[src/rtl/tape_out_decoder_if.sv]
// Byte stream port of the tape output decoder: decoded byte, parity flag and
// a valid/ready handshake toward the upload FIFO.
interface tape_out_decoder_if;
  logic [7:0] byte_data;
  logic       byte_valid;
  logic       byte_ready;
  logic       parity_err;

  modport master (
    output byte_data,
    output byte_valid,
    output parity_err,
    input  byte_ready
  );

  modport slave (
    input  byte_data,
    input  byte_valid,
    input  parity_err,
    output byte_ready
  );
endinterface

[src/rtl/tape_out_decoder.sv]
// Recovers bytes from the Oric cassette output waveform by measuring
// rise-to-rise periods and walking the leader/start/data/parity/stop frame.
module tape_out_decoder #(
  parameter int unsigned MIN_PERIOD = 2000,
  parameter int unsigned SHORT_MAX  = 7488,
  parameter int unsigned TIMEOUT    = 480000,
  parameter int unsigned SYNC_ONES  = 16
) (
  input  logic                      clk_sys,
  input  logic                      reset_n,
  input  logic                      enable,
  input  logic                      tape_out,
  tape_out_decoder_if.master        byte_if,
  output logic                      framing_err,
  output logic                      overflow,
  input  logic                      clear,
  output logic                      active,
  output logic [15:0]               byte_count
);

  localparam int CNT_W = 20;
  localparam int RUN_W = $clog2(SYNC_ONES + 1);

  typedef enum logic [2:0] {
    ST_IDLE,
    ST_HUNT,
    ST_DATA,
    ST_PARITY,
    ST_STOP
  } state_t;

  logic             tape_p0, tape_p1, tape_p2, rise_p3;
  logic [CNT_W-1:0] period_cnt;
  logic             armed;
  logic             valid_rise, bit_ev, bit_val, timeout;

  state_t           state_q, state_d;
  logic [RUN_W-1:0] run_q, run_d;
  logic [2:0]       idx_q, idx_d;
  logic [7:0]       sh_q, sh_d;
  logic             load_d, perr_d, ferr_d;

  logic [7:0]       hold_data;
  logic             hold_valid, hold_perr;
  logic             accept;

  // Stage p0..p3: two-flop synchroniser, edge register, registered rise flag
  always_ff @(posedge clk_sys or negedge reset_n) begin
    if (!reset_n) begin
      tape_p0 <= 1'b0;
      tape_p1 <= 1'b0;
      tape_p2 <= 1'b0;
      rise_p3 <= 1'b0;
    end else begin
      tape_p0 <= tape_out;
      tape_p1 <= tape_p0;
      tape_p2 <= tape_p1;
      rise_p3 <= tape_p1 & ~tape_p2;
    end
  end

  // Period measurement and bit classification
  assign valid_rise = rise_p3 && (period_cnt >= CNT_W'(MIN_PERIOD));
  assign bit_ev     = valid_rise && armed;
  assign bit_val    = (period_cnt <= CNT_W'(SHORT_MAX));
  assign timeout    = !valid_rise && (period_cnt >= CNT_W'(TIMEOUT - 1));

  always_ff @(posedge clk_sys or negedge reset_n) begin
    if (!reset_n) begin
      period_cnt <= '0;
    end else if (valid_rise) begin
      period_cnt <= '0;
    end else if (period_cnt >= CNT_W'(TIMEOUT - 1)) begin
      period_cnt <= CNT_W'(TIMEOUT);
    end else begin
      period_cnt <= period_cnt + CNT_W'(1);
    end
  end

  // Any return to IDLE disarms, so the next edge only restarts the period.
  always_ff @(posedge clk_sys or negedge reset_n) begin
    if (!reset_n) begin
      armed <= 1'b0;
    end else if (!enable || timeout || ferr_d) begin
      armed <= 1'b0;
    end else if (valid_rise && !armed) begin
      armed <= 1'b1;
    end
  end

  // Frame state machine
  always_ff @(posedge clk_sys or negedge reset_n) begin
    if (!reset_n) begin
      state_q <= ST_IDLE;
      run_q   <= '0;
      idx_q   <= '0;
    end else begin
      state_q <= state_d;
      run_q   <= run_d;
      idx_q   <= idx_d;
    end
  end

  always_ff @(posedge clk_sys) begin
    sh_q <= sh_d;
  end

  always_comb begin
    state_d = state_q;
    run_d   = run_q;
    idx_d   = idx_q;
    sh_d    = sh_q;
    load_d  = 1'b0;
    perr_d  = 1'b0;
    ferr_d  = 1'b0;
    if (!enable || timeout) begin
      state_d = ST_IDLE;
      run_d   = '0;
    end else if (bit_ev) begin
      unique case (state_q)
        ST_IDLE: begin
          if (!bit_val) begin
            run_d = '0;
          end else if (run_q >= RUN_W'(SYNC_ONES - 1)) begin
            run_d   = '0;
            state_d = ST_HUNT;
          end else begin
            run_d = run_q + RUN_W'(1);
          end
        end
        ST_HUNT: begin
          if (!bit_val) begin
            state_d = ST_DATA;
            idx_d   = '0;
          end
        end
        ST_DATA: begin
          sh_d  = {bit_val, sh_q[7:1]};
          idx_d = idx_q + 3'd1;
          if (idx_q == 3'd7) begin
            state_d = ST_PARITY;
          end
        end
        ST_PARITY: begin
          load_d  = 1'b1;
          perr_d  = (bit_val != ~^sh_q);
          state_d = ST_STOP;
        end
        ST_STOP: begin
          if (bit_val) begin
            state_d = ST_HUNT;
          end else begin
            ferr_d  = 1'b1;
            run_d   = '0;
            state_d = ST_IDLE;
          end
        end
        default: state_d = ST_IDLE;
      endcase
    end
  end

  assign active = (state_q != ST_IDLE);

  // Output holding register and handshake
  assign accept = hold_valid && byte_if.byte_ready;

  always_ff @(posedge clk_sys or negedge reset_n) begin
    if (!reset_n) begin
      hold_data   <= '0;
      hold_perr   <= 1'b0;
      hold_valid  <= 1'b0;
      framing_err <= 1'b0;
      overflow    <= 1'b0;
      byte_count  <= '0;
    end else begin
      framing_err <= ferr_d;
      if (load_d && (!hold_valid || accept)) begin
        hold_data  <= sh_q;
        hold_perr  <= perr_d;
        hold_valid <= 1'b1;
      end else if (accept) begin
        hold_valid <= 1'b0;
      end
      if (clear) begin
        overflow <= 1'b0;
      end else if (load_d && hold_valid && !accept) begin
        overflow <= 1'b1;
      end
      if (clear) begin
        byte_count <= '0;
      end else if (accept) begin
        byte_count <= byte_count + 16'd1;
      end
    end
  end

  assign byte_if.byte_data  = hold_data;
  assign byte_if.byte_valid = hold_valid;
  assign byte_if.parity_err = hold_perr;

endmodule
[src/flat_wrapper.sv]
// flat-port wrapper written by rule: the top's interface ports become plain ports
module tape_out_decoder_flat 
#(
  parameter int unsigned MIN_PERIOD = 2000,
  parameter int unsigned SHORT_MAX  = 7488,
  parameter int unsigned TIMEOUT    = 480000,
  parameter int unsigned SYNC_ONES  = 16
)
  (clk_sys, reset_n, enable, tape_out, framing_err, overflow, clear, active, byte_count, byte_if_byte_data, byte_if_byte_valid, byte_if_parity_err, byte_if_byte_ready);
  tape_out_decoder_if byte_if_i ();
  input  logic clk_sys;
  input  logic reset_n;
  input  logic enable;
  input  logic tape_out;
  output logic framing_err;
  output logic overflow;
  input  logic clear;
  output logic active;
  output logic [15:0] byte_count;
  output wire logic [$bits(byte_if_i.byte_data)-1:0] byte_if_byte_data;
  output wire logic [$bits(byte_if_i.byte_valid)-1:0] byte_if_byte_valid;
  output wire logic [$bits(byte_if_i.parity_err)-1:0] byte_if_parity_err;
  input wire logic [$bits(byte_if_i.byte_ready)-1:0] byte_if_byte_ready;
  assign byte_if_byte_data = byte_if_i.byte_data;
  assign byte_if_byte_valid = byte_if_i.byte_valid;
  assign byte_if_parity_err = byte_if_i.parity_err;
  assign byte_if_i.byte_ready = byte_if_byte_ready;
  tape_out_decoder #(.MIN_PERIOD(MIN_PERIOD), .SHORT_MAX(SHORT_MAX), .TIMEOUT(TIMEOUT), .SYNC_ONES(SYNC_ONES)) u_core (.clk_sys(clk_sys), .reset_n(reset_n), .enable(enable), .tape_out(tape_out), .byte_if(byte_if_i), .framing_err(framing_err), .overflow(overflow), .clear(clear), .active(active), .byte_count(byte_count));
endmodule
[config.mk]
export PLATFORM = sky130hd
export DESIGN_NAME = tape_out_decoder_flat
export DESIGN_NICKNAME = d
export VERILOG_FILES = /design/src/rtl/tape_out_decoder_if.sv /design/src/rtl/tape_out_decoder.sv /design/src/flat_wrapper.sv
export SDC_FILE = /design/constraint.sdc
export NUM_CORES = 1
export LEC_CHECK = 0
export BUFFER_PORTS_ARGS = -buffer_cell sky130_fd_sc_hd__buf_2
export CELL_PAD_IN_SITES_DETAIL_PLACEMENT = 0
export CELL_PAD_IN_SITES_GLOBAL_PLACEMENT = 1
export CORE_ASPECT_RATIO = 1.25
export CORE_UTILIZATION = 40
export DETAILED_ROUTE_END_ITERATION = 10
export GPL_TIMING_DRIVEN = 0
export PLACE_DENSITY = 0.67
export RECOVER_POWER = 50
export SYNTH_ARGS = -nofsm -noshare
export SYNTH_HDL_FRONTEND = slang
export SYNTH_SLANG_ARGS = --single-unit
[constraint.sdc]
create_clock -name clk_sys -period 2.5 [get_ports clk_sys]
set_input_delay 0.125 -clock clk_sys [delete_from_list [all_inputs] [get_ports clk_sys]]
set_output_delay 0.125 -clock clk_sys [all_outputs]
set_load 0.05 [all_outputs]
-- Word-level counts from Yosys, hierarchy flattened
Index checks and enable logic that the tools add are counted.
- flip-flop bits (word level): 72
- input bits: 6
- output and inout bits: 29
- word-level logic and storage cells: 105
- add/subtract/negate cells: 4
- magnitude comparators: 4
- equal/unequal tests: 12
- mux-type cells: 36
- bitwise logic cells: 3
- reduce and logical (&&, ||, !) cells: 30
- operators with widths (cell ; number):
    two-way mux 20 bit ; 2
    two-way mux 16 bit ; 2
    two-way mux 5 bit ; 5
    two-way mux 3 bit ; 7
    adder 20 x 1 -> 20 bit (second input constant) ; 1
    >= comparator 20 x 11 -> 1 bit (second input constant) ; 1
    >= comparator 20 x 19 -> 1 bit (second input constant) ; 1
    less-or-equal comparator 20 x 13 -> 1 bit (second input constant) ; 1
    two-way mux 1 bit ; 17
    adder 16 x 1 -> 16 bit (second input constant) ; 1
    one-hot mux 3 bit (5 select lines) ; 1
    nonzero test 2 bit ; 6
    one-hot mux 5 bit (2 select lines) ; 1
    != test 3 x 1 -> 1 bit (second input constant) ; 3
    logical AND 1 bit ; 8
    XNOR reduction 8 bit ; 1
    equality test 3 x 2 -> 1 bit (second input constant) ; 2
    equality test 3 bit (second input constant) ; 2
    != test 3 bit (second input constant) ; 2
    one-hot mux 3 bit (2 select lines) ; 1
    AND reduction 3 bit ; 2
    nonzero test 3 bit ; 2
    adder 5 x 1 -> 5 bit (second input constant) ; 1
    >= comparator 5 x 4 -> 1 bit (second input constant) ; 1
    11 further kinds ; 18

-- Logic depth before layout (Yosys ltp)
Gate-level depths: netlist (run 1).
- word-level depth: 10
- gate-level depth with buffers: 8
- depth with buffers taken out: 8

-- Worst setup path after synthesis (run 1)
OpenSTA, ideal clock, no wires.
- kind: flip-flop to flip-flop
- start: reg u_core.state_q[1]
- end: reg u_core.sh_q[0], enable pin
- data arrival time: 1.899 ns
- data required time: 2.106 ns
- path slack: 0.207 ns
- stages on the path, launching flop included: 4
- path through: dfrtp_1 -> clkbuf_1 -> or3b_2 -> a211oi_1
- longest elaborated chain between the ends: 2
- ends and longest elaborated chain (what ; line ; text):
    start, declared ; tape_out_decoder.sv:37 ; state_t state_q, state_d;
    start signal, assigned ; tape_out_decoder.sv:98 ; state_q <= state_d;
    equality test 3 x 2 -> 1 bit ; tape_out_decoder.sv:120 ; unique case (state_q)
    AND reduction 3 bit (no source line) ; - ;
    end signal, assigned ; tape_out_decoder.sv:105 ; sh_q <= sh_d;
    end, declared ; tape_out_decoder.sv:40 ; logic [7:0] sh_q, sh_d;
Every way passes these cells.
A chain may end at the register's enable or synchronous reset.

-- Worst setup path in the final report (run 1)
- start: reg u_core.state_q[1]
- end: reg u_core.sh_q[1], enable pin
Same word-level chain as after synthesis.

==> results of run 1 <==
[worst max path at each step]
stage / startpoint / endpoint / slack [ps] / cells past startpoint
detailed placement: u_core.period_cnt[0] / u_core.armed / 230 / 7
floorplan: u_core.state_q[1] / u_core.sh_q[0] / 210 / 3
global placement: u_core.state_q[1] / u_core.sh_q[3] / -310 / 3
CTS: u_core.state_q[1] / u_core.sh_q[1] / 210 / 3
finish: u_core.state_q[1] / u_core.sh_q[1] / 240 / 3
global route: u_core.period_cnt[0] / u_core.armed / 60 / 7
[where the power goes]
part	leakage [nW]	internal, mW	switching [mW]
sequential	0.930	1.23	0.0664
clock	0.119	0.664	0.445
combinational	0.694	0.0810	0.134
total	1.74	1.98	0.646
[layout by cell type (no fill, tap or decap), types with 7 or more instances in the layout]
cell / n
xnor2_1: 20
ha_1: 7
dfrtp_1: 64
nor3_1: 8
o21ai_0: 8
mux2_2: 9
clkbuf_1: 13
buf_2: 25
nand3_1: 16
edfxtp_1: 8
nor2_1: 41
xor2_1: 19
a21oi_1: 12
nand2_1: 24
clkbuf_8: 9
inv_1: 10
nand4_1: 11
[repair_timing]
| item | 4_1_cts | 5_1_grt |
|---|---|---|
| hold endpoints to repair | 65 | 0 |
| setup buffers | 0 | 0 |
| resized for setup | 0 | 0 |
| hold buffers | 2 | 0 |
[layout make-up]
class / instances / area, sq um
fill: 808 / 4310
sequential: 72 / 1840
multi-input combinational: 240 / 1570
timing repair buffer: 35 / 174
clock buffer: 9 / 124
tap: 97 / 121
clock inverter: 7 / 120
inverter: 10 / 37.5
buffer: 7 / 28.8
[metrics by stage]
| step | hold WS (ps) | util (%) | setup TNS [ps] | total power [mW] | area [sq um] |
|---|---|---|---|---|---|
| after CTS | 25.3 | 48.4 | 0 | 2.67 | 4030 |
| after detailed placement | 235 | 45.2 | 0 | 1.54 | 3770 |
| after global routing | 28.3 | 48.2 | 0 | 2.76 | 4020 |
| final | 36.7 | 48.2 | 0 | 2.62 | 4020 |
| after global placement | 234 | 45.1 | -3090 | 1.54 | 3760 |
| after floorplan | -171 | - | 0 | 1.46 | 3470 |
[critical path, stage by stage (launching register included)]
cell      delay [ps]
dfrtp_1          320
clkbuf_1         310
or3b_2           510
a211oi_2         740
[metal layers]
layer	GRT usage (%)	vias to the layer above	routed length, um
met1	19.9	1154	3030
met2	25.9	33	3210
li1	-	1243	-
met4	6.31	0	125
met5	0	-	0
met3	4.66	10	202
[state kept, by name, indices dropped and copies added, names as in the netlist, 3 cells and up]
name	flops
u_core.run_q	5
u_core.state_q	3
u_core.sh_q	8
u_core.idx_q	3
u_core.byte_if.byte_data	8
u_core.period_cnt	20
u_core.byte_count	16
[cell families (layout without fill, tap and decap cells)]
family | count (synthesis) | in the layout | synth area share, %
other | 1 | 1 | 0.108
adders and majority gates | 7 | 7 | 2.52
and+or+nand+nor | 143 | 143 | 21.7
xor gates and xnor gates | 39 | 39 | 9.83
AOI/OAI and AO/OA | 41 | 41 | 8.03
DFF | 72 | 72 | 53.0
muxes | 9 | 9 | 2.92
buffers and inverters | 17 | 68 | 1.91
==> metrics.md, run 1 <==
| Metric | Value |
|---|---|
| WHS Endpoint | `u_core.framing_err` |
| H-tree depth | `3` |
| DRC Markers | `0` |
| First-pass GRT wire length | `11,100 um` |
| P&R area growth vs syn | `15.7%` |
| Share of cells above drive strength 1 | `17.1%` |
| Final min period | `2260 ps` |
| Die width | `between 80 and 90 um` |
| Initial Util | `41.7%` |
| Failing checks | `capacitance limit, slew limit` |
| Initial antenna violation count | `0` |
| Clock Sinks | `between 70 and 80` |
| Post-synthesis sequential area ratio | `53.0%` |
| Skew-Pair Late Insertion Delay | `350 ps` |
| Synthesized area per cell | `10.6 sq um` |
| Max Slew Vio Count | `65` |
| Least-Margin Pin Slew | `1610 ps` |
| Overflow after GRT | `0` |
| Max frequency | `443 MHz` |
| Tightest Hold Check Type | `in -> reg` |
| Pre-CTS WS | `between 200 and 250 ps` |
| Worst Path Arrival | `2240 ps` |
| Commonest cells post-synth | `dfrtp_1 (64), nor2_1 (41), nand2_1 (24)` |
| Max Clock Skew | `12.9 ps` |
| Vias | `2,440` |
| Crit start category | `flip-flop` |
| Register bit total from synthesis | `72` |
| Vias in the first global route | `2,348` |
| Synthesized area | `0.00347 sq mm` |
| Worst ir drop on vdd | `378 uV` |
| Worst reg-to-reg setup slack | `240 ps` |
| Num CTS Buffers | `9` |
| Tot GR Track Use | `15.9%` |
| Final WL | `6570 um` |
| Dominant synthesized flop cell | `dfrtp_1` |
| Leak | `roughly 1.7 nW` |
| Number of synthesized flops with an enable pin | `8` |
| Reg clk slew, reported paths | `70 ps` |
| Die ar. | `0.00907 sq mm` |
| Cells after DPL | `459` |
| Layout Cells excl Fill | `~480` |
| Maximum buffer depth of the clock tree | `2` |
| Number of iterations in the first detailed-routing pass | `4` |
| Largest net degree at the start of global routing | `65` |
| Max FO, Critical Path | `11` |
| Setup WS post-layout | `240 ps` |
| RSZ-0062 raised after global routing | `false` |
| Final antenna-violating net count | `0` |
| Worst hold start | `enable` |
| HPWL after DPL | `4480 um` |
| N_diodes | `0` |
| Final setup viols | `0` |
| Most numerous cell in the Yosys netlist | `dfrtp_1` |
| Top cell type's share of synthesized area | `46.1%` |
| RR Endpoint | `u_core.sh_q[1]` |
| Period utilization | `90.4%` |
| Root Driver | `clkbuf_8` |
| Outcome | `finished with violations` |
| Ys async rst share | `88.9%` |
| Max Cap Viol | `1` |
| Area leader, netlist | `dfrtp_1` |
| Syn Nets | `342` |
| Cells after Synth | `329` |
| Setup crit end kind | `flip-flop` |
| DRT iter0 DRCs | `103` |
| Top cells by area, synth | `dfrtp_1 (46%), edfxtp_1 (6.9%), xnor2_1 (5.0%)` |
| Power Dens Cells | `~650 mW/mm^2` |
| Setup CP Type | `reg -> reg` |
| R2r worst-path depth | `3` |
| Placer Congestion | `0.805` |
| Row count | `37` |
| Io pins | `35` |
| Nets | `388` |
| Core area | `0.00833 sq mm` |
| Die height | `106 um` |
| CP required | `2480 ps` |
| Worst relative slew slack | `-7.09%` |
| Routed WL per cell | `13.8 um` |
| Vias per cell | `5.12` |
| Port bufs | `33` |
| Hold Path Stages | `2` |
| CTS tree | `done` |
| Worst r2r src | `u_core.state_q[1]` |
| YS warnings | `0` |
| Final Hold Viols | `0` |
| Count of cell types in the netlist | `55` |
Power figures use the tool's default switching activity.
==> run 2, diff against run 1 <==
- CORE_MARGIN: unset -> 3
- PLACE_DENSITY: 0.67 -> 0.76
==> run 2 against run 1 <==
  * Wire length up 3.5%
  * Register-to-register slack worse by 50 ps
  * The flow still finishes with violations (capacitance limit, slew limit)
  * Global-route usage down 0.51 points
  * Sequential cell count unchanged
  * Critical endpoint is now u_core.sh_q[6]
  * Die area up 8.6%
  * First-iteration DRC count down 9.7%
  * Critical path type unchanged
  * Clock power down 19%
  * Total power down 7.9%
==> metrics.md, run 2 (synthesis results as in run 1) <==
| Metric | Value |
|---|---|
| Outcome | `finished with violations` |
| Failing checks | `capacitance limit, slew limit` |
| Period utilization | `92.2% (+1.8 points)` |
| Overflow after GRT | `0 (unchanged)` |
| Max reg flops | `20 (unchanged)` |
| Max frequency | `434 MHz (-2.0%)` |
| H-tree depth | `3 (unchanged)` |
| N_diodes | `0 (unchanged)` |
| Root Driver | `clkbuf_8` |
| Num CTS Buffers | `9 (unchanged)` |
| Max Clock Skew | `14.1 ps (+1.25 ps)` |
| Die ar. | `0.00985 sq mm (+8.6%)` |
| DRC Markers | `0 (unchanged)` |
| Max Slew Vio Count | `65 (unchanged)` |
| Row count | `37 (unchanged)` |
| CTS Hold Bufs | `2 (unchanged)` |
| Number of iterations in the first detailed-routing pass | `4 (unchanged)` |
| Final WL | `6800 um (+3.5%)` |
| Initial antenna violation count | `0 (unchanged)` |
| Biggest register | `u_core.period_cnt` |
| Reg clk slew, reported paths | `70 ps (about the same)` |
| Least-Margin Pin Slew | `1570 ps (-35.6 ps)` |
| Clock Sinks | `72 (unchanged)` |
| Setup crit end kind | `flip-flop` |
| Commonest non-fill, non-tap cell in the layout | `dfrtp_1` |
| DRT iter0 DRCs | `93 (-9.7%)` |
| Post_cts resized | `0 (unchanged)` |
| Tightest Hold Check Type | `in -> reg` |
| Leak | `1.72 nW (-1.1%)` |
| Share of cells above drive strength 1 | `17.1% (unchanged)` |
| RSZ-0062 raised after global routing | `false` |
| Maximum buffer depth of the clock tree | `2 (unchanged)` |
| HPWL after DPL | `4710 um (+5.3%)` |
| Worst Path Arrival | `2280 ps (+40 ps)` |
| Worst relative slew slack | `-4.72% (+2.4 points)` |
| Worst ir drop on vdd | `349 uV (-7.7%)` |
| Placer Congestion | `0.765 (-4.9%)` |
| Nets | `388 (unchanged)` |
| Vias per cell | `5.19 (+1.4%)` |
| Skew-Pair Late Insertion Delay | `350 ps (about the same)` |
| Port bufs | `33 (unchanged)` |
| Largest net degree at the start of global routing | `65 (unchanged)` |
| Largest regs | `u_core.period_cnt x20, u_core.byte_count x16` |
| Most frequent cells in the layout | `dfrtp_1 (64), nor2_1 (41), buf_2 (25)` |
| Power Dens Cells | `607 mW/mm^2 (-6.9%)` |
| Vias | `2,474 (+1.4%)` |
| P&R area growth vs syn | `14.4%` |
| Post-CTS Setup Repair Bufs | `0 (unchanged)` |
| Crit start category | `flip-flop` |
| Setup CP Type | `reg -> reg` |
| Final setup viols | `0 (unchanged)` |
| Max FO, Critical Path | `11 (unchanged)` |
| CTS tree | `done` |
| Worst reg-to-reg setup slack | `190 ps (-50 ps)` |
| CP required | `2470 ps (about the same)` |
| Overall power | `2.42 mW (-7.9%)` |
| Die height | `110 um (+3.8%)` |
| Core area | `0.00833 sq mm (unchanged)` |
| Io pins | `35 (unchanged)` |
| Routed WL per cell | `14.2 um (+3.5%)` |
| Final Core Density | `47.7% (-0.51 points)` |
| Final min period | `2310 ps (+45.8 ps)` |
| Initial Util | `41.7% (unchanged)` |
| Vias in the first global route | `2,524 (+7.5%)` |
| Final Hold Viols | `0 (unchanged)` |
| Max Cap Viol | `1 (unchanged)` |
| Final antenna-violating net count | `0 (unchanged)` |
| First-pass GRT wire length | `11,600 um (+4.4%)` |
| Die width | `89.4 um (+4.7%)` |
| Tot GR Track Use | `15.4% (-0.51 points)` |
## run 2: cell types whose count changed in the layout (fill, tap and decap cells not counted)
cell        before  now
clkinvlp_4       1    2
bufinv_16        3    0
clkbuf_16        0    1
clkinv_4         2    0
clkbuf_8         9   11
clkinv_2         1    2
## run 2: path summary, 6_finish.rpt
| path | startpoint | endpoint | cells after the start |
|---|---|---|---|
| worst min-delay path | enable | u_core.framing_err | 2 |
| worst max-delay path | u_core.state_q[1] | u_core.sh_q[6] | 3 |
| max in group asynchronous | reset_n | u_core.period_cnt[1] | 2 |
| min in group asynchronous | reset_n | u_core.byte_count[0] | 2 |
| worst min register to register | u_core.tape_p0 | u_core.tape_p1 | 0 |
| worst max register to register | u_core.state_q[1] | u_core.sh_q[6] | 3 |
## run 2: power by group
part	switching [mW]	leakage, nW	internal (mW)
Clock	0.427	0.0995	0.471
Sequential	0.0671	0.930	1.23
Combinational	0.136	0.694	0.0809
Total	0.630	1.72	1.79
## run 2: cell type report
type                            instances  area [sq um]
Buffer                                  7          28.8
Clock buffer                           12           176
Clock inverter                          4          25.0
Fill cell                             819          4360
Inverter                               10          37.5
Multi-Input combinational cell        240          1570
Sequential cell                        72          1840
Tap cell                               97           121
Timing Repair Buffer                   35           174
## run 2: routing by layer
| metal | vias up | global-route usage (%) | share of wire [%] |
|---|---|---|---|
| met3 | 8 | 3.42 | 3.0 |
| met1 | 1185 | 19.0 | 46 |
| met5 | - | 0 | 0 |
| met4 | 0 | 7.98 | 2.0 |
| li1 | 1243 | - | - |
| met2 | 38 | 25.1 | 49 |
## run 2: metrics by stage
stage / std cells / hold WS, ps / instance area, sq um / worst slack, ps / setup TNS [ps]
finish: 477 / 78.3 / 3980 / 194 / 0
detailed placement: 459 / 237 / 3770 / 270 / 0
CTS: 477 / 54.3 / 3990 / 195 / 0
global route: 477 / 68.9 / 3980 / 63.4 / 0
global placement: 459 / 235 / 3760 / -245 / -2350
floorplan: 329 / -171 / 3470 / 207 / 0
## run 2: worst max-delay path, stage by stage (launching register included)
cell      delay, ps
dfrtp_1         320
clkbuf_1        310
or3b_2          530
a211oi_2        770
==> run 3, diff against run 2 <==
- MAX_ROUTING_LAYER: unset -> met4
==> run 3 against run 2 <==
  * The run still ends with capacitance limit, slew limit left
  * Utilization did not move
  * Total power barely moved
  * Register-to-register slack about the same
  * Sequential cell count did not move
  * Maximum frequency shrank 0.33%
  * Wire length rose by 0.13%
  * Cell count did not move
  * Non-clock buffer count stayed put
  * Critical endpoint unchanged
  * Largest cell class unchanged
==> metrics.md, run 3 (synthesis results as in run 1) <==
| Metric | Value |
|---|---|
| Row count | `37 (unchanged)` |
| Hold Path Stages | `2 (unchanged)` |
| Critical path cell sequence | `clkbuf_1 -> or3b_2 -> a211oi_2` |
| Routed WL per cell | `14.3 um (+0.13%)` |
| Tightest Hold Check Type | `in -> reg` |
| WHS | `81.4 ps (+3.06 ps)` |
| Vias | `2,485 (+0.44%)` |
| Final WL | `6810 um (+0.13%)` |
| RR Endpoint | `u_core.sh_q[6]` |
| Die width | `89.4 um (unchanged)` |
| Worst Path Arrival | `2290 ps (about the same)` |
| Max FO, Critical Path | `11 (unchanged)` |
| Leak | `1.72 nW (unchanged)` |
| Io pins | `35 (unchanged)` |
| Max reg flops | `20 (unchanged)` |
| Maximum buffer depth of the clock tree | `2 (unchanged)` |
| Sw Pwr | `0.630 mW (about the same)` |
| Initial Util | `41.7% (unchanged)` |
| RSZ-0062 raised after global routing | `false` |
| DRT iter0 DRCs | `107 (+15%)` |
| Max Clock Skew | `13.5 ps (-0.627 ps)` |
| Die ar. | `0.00985 sq mm (unchanged)` |
| HPWL after DPL | `4710 um (unchanged)` |
| Slowest CP cell | `a211oi_2` |
| Gate power share | `9.0% (about the same)` |
| Final Hold Viols | `0 (unchanged)` |
| Switching share of power | `26.1% (about the same)` |
| CTS tree | `done` |
| First-pass GRT wire length | `11,600 um (unchanged)` |
| Max Cap Viol | `1 (unchanged)` |
| Largest net degree at the start of global routing | `65 (unchanged)` |
| Max frequency | `432 MHz (-0.33%)` |
| Share of cells above drive strength 1 | `17.1% (unchanged)` |
| Skew-Pair Late Insertion Delay | `350 ps (about the same)` |
| P_int | `1.79 mW (about the same)` |
| R2r worst-path depth | `3 (unchanged)` |
| Core area | `0.00833 sq mm (unchanged)` |
| Crit. Startpoint | `u_core.state_q[1]` |
| Setup crit end | `u_core.sh_q[6]` |
| Least-Margin Pin Slew | `1570 ps (-3.51 ps)` |
| Storage element area | `0.00184 sq mm (unchanged)` |
| Worst reg-to-reg setup slack | `190 ps (about the same)` |
| Crit start category | `flip-flop` |
| Clock Sinks | `72 (unchanged)` |
| Tot GR Track Use | `15.8% (+0.34 points)` |
| Multi-input logic area | `0.00157 sq mm (unchanged)` |
| Nets | `388 (unchanged)` |
| Worst relative slew slack | `-4.48% (+0.23 points)` |
| Outcome | `finished with violations` |
| Setup tns final | `0 ps (unchanged)` |
| Commonest non-fill, non-tap cell in the layout | `dfrtp_1` |
| Reg clk slew, reported paths | `70 ps (about the same)` |
| Failing checks | `capacitance limit, slew limit` |
| Fillers | `819 (unchanged)` |
| N_diodes | `0 (unchanged)` |
| H-tree depth | `3 (unchanged)` |
| Port bufs | `33 (unchanged)` |
| Initial antenna violation count | `0 (unchanged)` |
| CP Depth | `3 (unchanged)` |
| CP bufs+invs | `1 (unchanged)` |
| Worst r2r src | `u_core.state_q[1]` |
| Crit path max-delay family | `compound AO/OA/AOI/OAI gates` |
| Setup crit end kind | `flip-flop` |
| Most frequent cells in the layout | `dfrtp_1 (64), nor2_1 (41), buf_2 (25)` |
| Setup WS post-layout | `187 ps (-7.73 ps)` |
| Pre-CTS WS | `270 ps (unchanged)` |
| Setup CP Type | `reg -> reg` |
| Root Driver | `clkbuf_8` |
| Final min period | `2310 ps (+7.73 ps)` |
| Overflow after GRT | `0 (unchanged)` |
| Die height | `110 um (unchanged)` |
| Sequential share of power | `53.8% (about the same)` |
| Biggest register | `u_core.period_cnt` |
| Max Slew Vio Count | `65 (unchanged)` |
| Clk pwr share | `37.2% (about the same)` |
| Placer Congestion | `0.775 (+1.3%)` |
| Number of iterations in the first detailed-routing pass | `4 (unchanged)` |
| DRC Markers | `0 (unchanged)` |
| Slowest Stage Delay on Critical Path | `780 ps (about the same)` |
| Final antenna-violating net count | `0 (unchanged)` |
| Vias in the first global route | `2,524 (unchanged)` |
| Period utilization | `92.5% (+0.31 points)` |
| Power Dens Cells | `607 mW/mm^2 (about the same)` |
| CP required | `2470 ps (about the same)` |
| Final setup viols | `0 (unchanged)` |
| Worst ir drop on vdd | `349 uV (+0.11%)` |
| Num CTS Buffers | `9 (unchanged)` |
| P&R area growth vs syn | `14.4% (unchanged)` |
| Largest regs | `u_core.period_cnt x20, u_core.byte_count x16` |
| Post_cts resized | `0 (unchanged)` |
| Vias per cell | `5.21 (+0.44%)` |
[run 3: worst min-delay path by stage]
stage / start / endpoint / slack [ps]
finish: enable / u_core.framing_err / 80
CTS: enable / u_core.framing_err / 50
global route: enable / u_core.framing_err / 70
global placement: tape_out / u_core.tape_p0 / 230
floorplan: reset_n / u_core.armed / -170
detailed placement: tape_out / u_core.tape_p0 / 240
[run 3: layout make-up]
cell class | count | share of cell area [%]
timing repair buffer | 35 | 4.37
inverter | 10 | 0.944
buffer | 7 | 0.724
sequential | 72 | 46.3
clock buffer | 12 | 4.44
multi-input combinational | 240 | 39.5
clock inverter | 4 | 0.629
tap | 97 | 3.05
[run 3: timing repair]
item,CTS,global route
buffers inserted,0,0
endpoints found under the hold margin,65,0
setup endpoints to repair,0,0
hold buffers,2,0
[run 3: layer usage]
metal	up-vias	track usage (%)	part of all wire, %
li1	1244	-	-
met1	1180	19.1	46
met2	45	25.1	48
met3	16	3.72	3.5
met4	0	6.70	2.1
met5	-	-	0
[run 3: power groups by stage]
| stage | clock [mW] | sequential (mW) | combinational, mW |
|---|---|---|---|
| after floorplan | 0 | 1.31 | 0.152 |
| after global placement | 0 | 1.32 | 0.212 |
| after detailed placement | 0 | 1.32 | 0.220 |
| after CTS | 0.933 | 1.30 | 0.223 |
| after global routing | 0.975 | 1.31 | 0.250 |
| final | 0.898 | 1.30 | 0.217 |
[run 3: metrics by stage]
step | power, mW | utilization (%) | area (sq um) | std cells
6_report | 2.42 | 47.7 | 3980 | 477
5_1_grt | 2.53 | 47.7 | 3980 | 477
4_1_cts | 2.46 | 47.9 | 3990 | 477
3_5_place_dp | 1.54 | 45.2 | 3770 | 459
3_3_place_gp | 1.53 | 45.1 | 3760 | 459
2_1_floorplan | 1.46 | - | 3470 | 329
